$ cat src/rtl/uart_pkg.sv
// Shared UART definitions: FSM state encoding, parity modes and baud divisor helper.
package uart_pkg;

  localparam int unsigned DATA_W   = 8;
  localparam int unsigned SC_W     = 4;
  localparam int unsigned BITCNT_W = 3;

  localparam logic PARITY_EVEN = 1'b0;
  localparam logic PARITY_ODD  = 1'b1;

  typedef enum logic [2:0] {
    IDLE   = 3'd0,
    START  = 3'd1,
    DATA   = 3'd2,
    PARITY = 3'd3,
    STOP   = 3'd4,
    BREAK  = 3'd5
  } rx_state_e;

  function automatic int unsigned calc_div(input int unsigned clk_freq,
                                           input int unsigned baud_rate,
                                           input int unsigned oversample);
    return clk_freq / (baud_rate * oversample);
  endfunction

endpackage

$ cat src/rtl/uart_baud_tick.sv
// Oversample tick generator: counts 0..DIV-1 while enabled, one-cycle tick at DIV-1.
module uart_baud_tick #(
  parameter int unsigned DIV = 325
) (
  input  logic clk,
  input  logic rstn,
  input  logic en,
  output logic tick_c
);

  localparam int unsigned CW = (DIV > 1) ? $clog2(DIV) : 1;

  logic [CW-1:0] cnt_q, cnt_d;

  always_comb begin
    cnt_d  = '0;
    tick_c = 1'b0;
    if (en) begin
      if (cnt_q == CW'(DIV - 1)) begin
        tick_c = 1'b1;
      end else begin
        cnt_d = cnt_q + CW'(1);
      end
    end
  end

  always_ff @(posedge clk) begin
    if (!rstn) cnt_q <= '0;
    else       cnt_q <= cnt_d;
  end

endmodule

$ cat src/rtl/uart_rx_core.sv
// 16x oversampled UART receiver: start, 8 data LSB first, parity, stop.
// RX_MAJORITY_VOTE_EN: 2-of-3 vote over samples 6,7,8 instead of a single sample at 7.
module uart_rx_core
  import uart_pkg::*;
#(
  parameter int unsigned CLK_FREQ   = 50_000_000,
  parameter int unsigned BAUD_RATE  = 9600,
  parameter int unsigned OVERSAMPLE = 16
) (
  input  logic              clk,
  input  logic              rstn,
  input  logic              rx_line,
  input  logic              parity_mode,
  output logic [DATA_W-1:0] rx_data,
  output logic              rx_valid,
  output logic              parity_err,
  output logic              frame_err,
  output logic              rx_busy
);

  localparam int unsigned DIV       = calc_div(CLK_FREQ, BAUD_RATE, OVERSAMPLE);
  localparam int unsigned DECIDE_SC = 8;

`ifdef RX_MAJORITY_VOTE_EN
  localparam int unsigned SAMP_W = 2;
`else
  localparam int unsigned SAMP_W = 1;
`endif

  logic                sync1_q, rxs_q;
  rx_state_e           state_q, state_d;
  logic [SC_W-1:0]     sc_q, sc_d;
  logic [BITCNT_W-1:0] bit_cnt_q, bit_cnt_d;
  logic [DATA_W-1:0]   shreg_q, shreg_d;
  logic [SAMP_W-1:0]   samp_q, samp_d;
  logic                mode_q, mode_d;
  logic                perr_q, perr_d;
  logic [DATA_W-1:0]   rx_data_q, rx_data_d;
  logic                rx_valid_q, rx_valid_d;
  logic                parity_err_q, parity_err_d;
  logic                frame_err_q, frame_err_d;
  logic                busy_q, busy_d;
  logic                tick_c, decide_c, bit_val_c;

  uart_baud_tick #(.DIV(DIV)) u_tick (
    .clk    (clk),
    .rstn   (rstn),
    .en     (state_q != IDLE),
    .tick_c (tick_c)
  );

  // Bits are resolved at the sc=8 tick in both builds so timing never depends on the vote option.
  assign decide_c = tick_c && (sc_q == SC_W'(DECIDE_SC));

`ifdef RX_MAJORITY_VOTE_EN
  assign bit_val_c = (samp_q[1] & samp_q[0]) | (samp_q[1] & rxs_q) | (samp_q[0] & rxs_q);
`else
  assign bit_val_c = samp_q[0];
`endif

  always_comb begin
    state_d      = state_q;
    sc_d         = sc_q;
    bit_cnt_d    = bit_cnt_q;
    shreg_d      = shreg_q;
    samp_d       = samp_q;
    mode_d       = mode_q;
    perr_d       = perr_q;
    rx_data_d    = rx_data_q;
    rx_valid_d   = 1'b0;
    parity_err_d = parity_err_q;
    frame_err_d  = frame_err_q;

    if (tick_c) begin
      sc_d   = sc_q + SC_W'(1);
      samp_d = SAMP_W'({samp_q, rxs_q});
    end

    case (state_q)
      IDLE: begin
        sc_d = '0;
        if (!rxs_q) begin
          state_d = START;
          mode_d  = parity_mode;
        end
      end
      START: begin
        if (decide_c) begin
          bit_cnt_d = '0;
          state_d   = bit_val_c ? IDLE : DATA;
        end
      end
      DATA: begin
        if (decide_c) begin
          shreg_d   = {bit_val_c, shreg_q[DATA_W-1:1]};
          bit_cnt_d = bit_cnt_q + BITCNT_W'(1);
          if (bit_cnt_q == BITCNT_W'(DATA_W - 1)) state_d = PARITY;
        end
      end
      PARITY: begin
        if (decide_c) begin
          perr_d  = ((^shreg_q) ^ bit_val_c) != mode_q;
          state_d = STOP;
        end
      end
      STOP: begin
        if (decide_c) begin
          rx_valid_d   = 1'b1;
          rx_data_d    = shreg_q;
          parity_err_d = perr_q;
          frame_err_d  = !bit_val_c;
          state_d      = bit_val_c ? IDLE : BREAK;
        end
      end
      BREAK: begin
        if (rxs_q) state_d = IDLE;
      end
      default: state_d = IDLE;
    endcase

    busy_d = (state_d != IDLE);
  end

  always_ff @(posedge clk) begin
    if (!rstn) begin
      sync1_q      <= 1'b1;
      rxs_q        <= 1'b1;
      state_q      <= IDLE;
      sc_q         <= '0;
      bit_cnt_q    <= '0;
      shreg_q      <= '0;
      samp_q       <= '0;
      mode_q       <= 1'b0;
      perr_q       <= 1'b0;
      rx_data_q    <= '0;
      rx_valid_q   <= 1'b0;
      parity_err_q <= 1'b0;
      frame_err_q  <= 1'b0;
      busy_q       <= 1'b0;
    end else begin
      sync1_q      <= rx_line;
      rxs_q        <= sync1_q;
      state_q      <= state_d;
      sc_q         <= sc_d;
      bit_cnt_q    <= bit_cnt_d;
      shreg_q      <= shreg_d;
      samp_q       <= samp_d;
      mode_q       <= mode_d;
      perr_q       <= perr_d;
      rx_data_q    <= rx_data_d;
      rx_valid_q   <= rx_valid_d;
      parity_err_q <= parity_err_d;
      frame_err_q  <= frame_err_d;
      busy_q       <= busy_d;
    end
  end

  assign rx_data    = rx_data_q;
  assign rx_valid   = rx_valid_q;
  assign parity_err = parity_err_q;
  assign frame_err  = frame_err_q;
  assign rx_busy    = busy_q;

endmodule

$ cat config.mk
export PLATFORM = sky130hd
export DESIGN_NAME = uart_rx_core
export DESIGN_NICKNAME = d
export VERILOG_FILES = /design/src/rtl/uart_pkg.sv /design/src/rtl/uart_baud_tick.sv /design/src/rtl/uart_rx_core.sv
export SDC_FILE = /design/constraint.sdc
export NUM_CORES = 1
export LEC_CHECK = 0
export CAP_MARGIN = 10
export CORE_MARGIN = 1
export CORE_UTILIZATION = 35
export CTS_CLUSTER_DIAMETER = 40
export DETAILED_ROUTE_END_ITERATION = 7
export GPL_ROUTABILITY_DRIVEN = 0
export PLACE_DENSITY = 0.62
export SLEW_MARGIN = 20
export SYNTH_ARGS = -nofsm -noshare
export SYNTH_HDL_FRONTEND = slang
export SYNTH_SLANG_ARGS = --single-unit
$ cat constraint.sdc
create_clock -name clk -period 4.4 [get_ports clk]
set_clock_uncertainty 0.15 [all_clocks]
set_input_delay 1.1 -clock clk [delete_from_list [all_inputs] [get_ports clk]]
set_output_delay 1.1 -clock clk [all_outputs]
set_load 0.01 [all_outputs]
==> results.tsv <==
stage	metric	value	unit
setup_path	critPathBufInv	2	
routing	ant_nets	0	
logic_synthesis	yosysSeqAreaShare	43.19	%
logic_synthesis	netlist.area_leader.share	43.19	%
layout	n_antenna_cell	0	
setup_path	worstPathArrival	2.72	ns
routing	drtPass1Iterations	4	
cts	cts_tree	yes	
routing	drt-total-wl	3796	um
layout	stdcell_count	311	
cts	cts_resized	0	
routing	dr.first_iter.drc_count	45	
timing	setup_viol	0	
timing	rsz0062_at_grt	no	
setup_path	end_kind	flip-flop	
layout	drive_gt1_share	5.858	%
floorplan	floorplan.initialDensity	36.59	%
cts	clkTransAtPathRegs	0.09	ns
global_route	grt_pass1_vias	1437	
routing	drc	0	
floorplan	die_width	78.34	um
floorplan	die_h	78.34	um
logic_synthesis	synth_edf_count	0	
logic_synthesis	netlist_instances	227	
pwr	p_per_area	298.4	nW/um^2
logic_synthesis	synthesis.area	2039	um^2
placed_design	dpl_cell_area	2221	um^2
logic_synthesis	synthDistinctLibCells	39	
hold_path	hold_path.class	reg -> reg	
status	run_status	complete, no violations	
logic_synthesis	synth.cells.most_frequent	44 x dfxtp_1, 27 x nor2_1, 17 x nand3_1	
timing	worstMarginPinSlew	0.7635	ns
logic_synthesis	yosysMostFrequentCell	dfxtp_1	
timing	hold_viol	0	
cts	cts_root_buf	clkbuf_8	
timing	period_share	60.68	%
timing	drv_slew	0	
layout	fillCellCount	543	
cts	cts_sinks	44	
placed_design	post-place-cells	303	
setup_path	crit_path_start_kind	input port	
setup_path	cp_top_family	buffers and inverters	
logic_synthesis	synth_flop_cell	dfxtp_1	
pwr	p_leak	0.8898	nW
timing	max-slew-margin-rel	48.95	%
floorplan	ios	16	
setup_path	cpMaxStageDelayCell	clkinv_1	
cts	holdBufCountCts	0	
layout	fin_util	41.59	%
pwr	total_power	0.0006918	W
timing	min_period	2.670	ns
cts	cts_buffer_depth	2	
layout	seq_area	880.8	um^2
placed_design	io_buffers	15	
routing	avgViaCountPerCell	4.923	
layout	nNetsFinal	248	
global_route	grt_pass1_wl	6506	um
routing	vias	1531	
setup_path	critical_path_class	in -> reg	
global_route	grt_max_degree	27	
logic_synthesis	postSynthAreaPerCell	8.984	um^2
routing	wl_per_cell	12.21	um
floorplan	dieArea	6136	um^2
timing	fmax	374.5	MHz
cts	htreeDepth	2	
global_route	grt_usage	13.67	%
layout	syn2layout_area_growth	13.68	%
logic_synthesis	synth.area.top_cells	dfxtp_1 43%, mux2i_1 5.4%, nor2_1 5.0%	
cts	insertion_delay	0.30	ns
logic_synthesis	ys_warn_count	0	
logic_synthesis	ys_seq_elements	44	
floorplan	coreArea	5574	um^2
cts	cts_buffers	5	
logic_synthesis	synthesis.nets	237	
logic_synthesis	async_reset_ff_share	0	%
placed_design	dp_hpwl	2607	um
cts	post_cts_buffers	0	
layout	multi_input_area	1044	um^2
setup_path	cp_cell_sequence	clkdlybuf4s50_1 > clkinv_1 > a311oi_1	
setup_path	cp.required	4.45	ns
layout	finalInstanceArea	2318	um^2
setup_path	critPathMaxFanout	26	
global_route	antenna_found_initial	0	
timing	setup_tns	0	ns
pwr	irDropWorstVdd	0.1811	mV
setup_path	max_stage_delay	0.61	ns
logic_synthesis	yosysTopAreaCell	dfxtp_1	
floorplan	rows	27	
global_route	grt_overflow	0	
flow_run	cap_violations	0	
-- per-layer routing --
layer	wire (um)	GRT usage (%)
met5	0	0
met2	1701	22.11
met4	44	6.111
met3	97	3.721
met1	1953	16.94
-- flip-flops by register name (all words and copies together), names as in the netlist, 3 cells and up --
name and flops:
shreg_q 8, rx_data 8, sc_q 4, u_tick.cnt_q 9
state_q 3, bit_cnt_q 3
-- layout make-up --
type	instances	share of cell area [%]
well taps	72	3.886
multi-input cells	159	45.01
inverters	11	1.781
repair buffers	17	7.124
clock buffers	6	3.562
flip-flops and latches	44	37.99
clock inverters	2	0.6476
-- worst paths after layout --
| path | slack, ns | start | cells after the start | to |
|---|---|---|---|---|
| worst max-delay path | 1.73 | rstn | 3 | perr_q$_SDFFE_PN0P_ |
| worst min-delay path | 0.27 | sync1_q$_SDFF_PN1_ | 1 | rxs_q$_SDFF_PN1_ |
| worst min register to register | 0.27 | sync1_q$_SDFF_PN1_ | 1 | rxs_q$_SDFF_PN1_ |
| worst max register to register | 2.01 | u_tick.cnt_q[0]$_SDFF_PP0_ | 6 | rx_data[3]$_SDFFE_PN0P_ |
-- cells by family (layout without fill, tap and decap cells) --
group	count (synthesis)	after routing	synth area share, %
buffers and inverters	24	36	5.644
XOR/XNOR	20	20	9.264
multiplexers	11	11	5.399
AO/OA/AOI/OAI	31	31	8.957
AND/OR/NAND/NOR	91	91	23.87
flip-flops	44	44	43.19
adder cells (fa/ha/maj)	6	6	3.681
-- power breakdown --
group	total (W)	switching, W	internal, W
sequential	0.000403	0.00000314	0.000400
combinational	0.0000180	0.0000105	0.00000749
clock	0.000270	0.000143	0.000127
-- per-stage QoR --
stage	setup slack [ns]	hold WS, ns
5_1_grt	1.580	0.2759
3_3_place_gp	1.405	0.2480
4_1_cts	1.705	0.2704
6_report	1.730	0.2672
2_1_floorplan	2.575	0.2363
3_5_place_dp	1.375	0.2484
-- cells in the final DEF (no fill, tap or decap), types with 3 or more instances in the layout --
master	instances
clkbuf_8	6
nand2_1	16
nand3_1	17
nor3_1	3
ha_1	6
dfxtp_1	44
o21ai_0	6
nand2b_1	5
a21oi_1	16
a311oi_1	3
nand4_1	5
clkdlybuf4s50_1	15
inv_1	10
xor2_1	10
nor2_1	27
mux2i_1	11
xnor2_1	9
-- worst register-to-register path, cell delays in order, from the launching register on --
cell      delay (ns)
dfxtp_1         0.36
inv_1           0.07
ha_1            0.16
and4bb_1        0.42
nand4_1         0.69
mux2i_1         0.36
nor2_1          0.06
No activity file was read; power rests on OpenSTA's default activity.
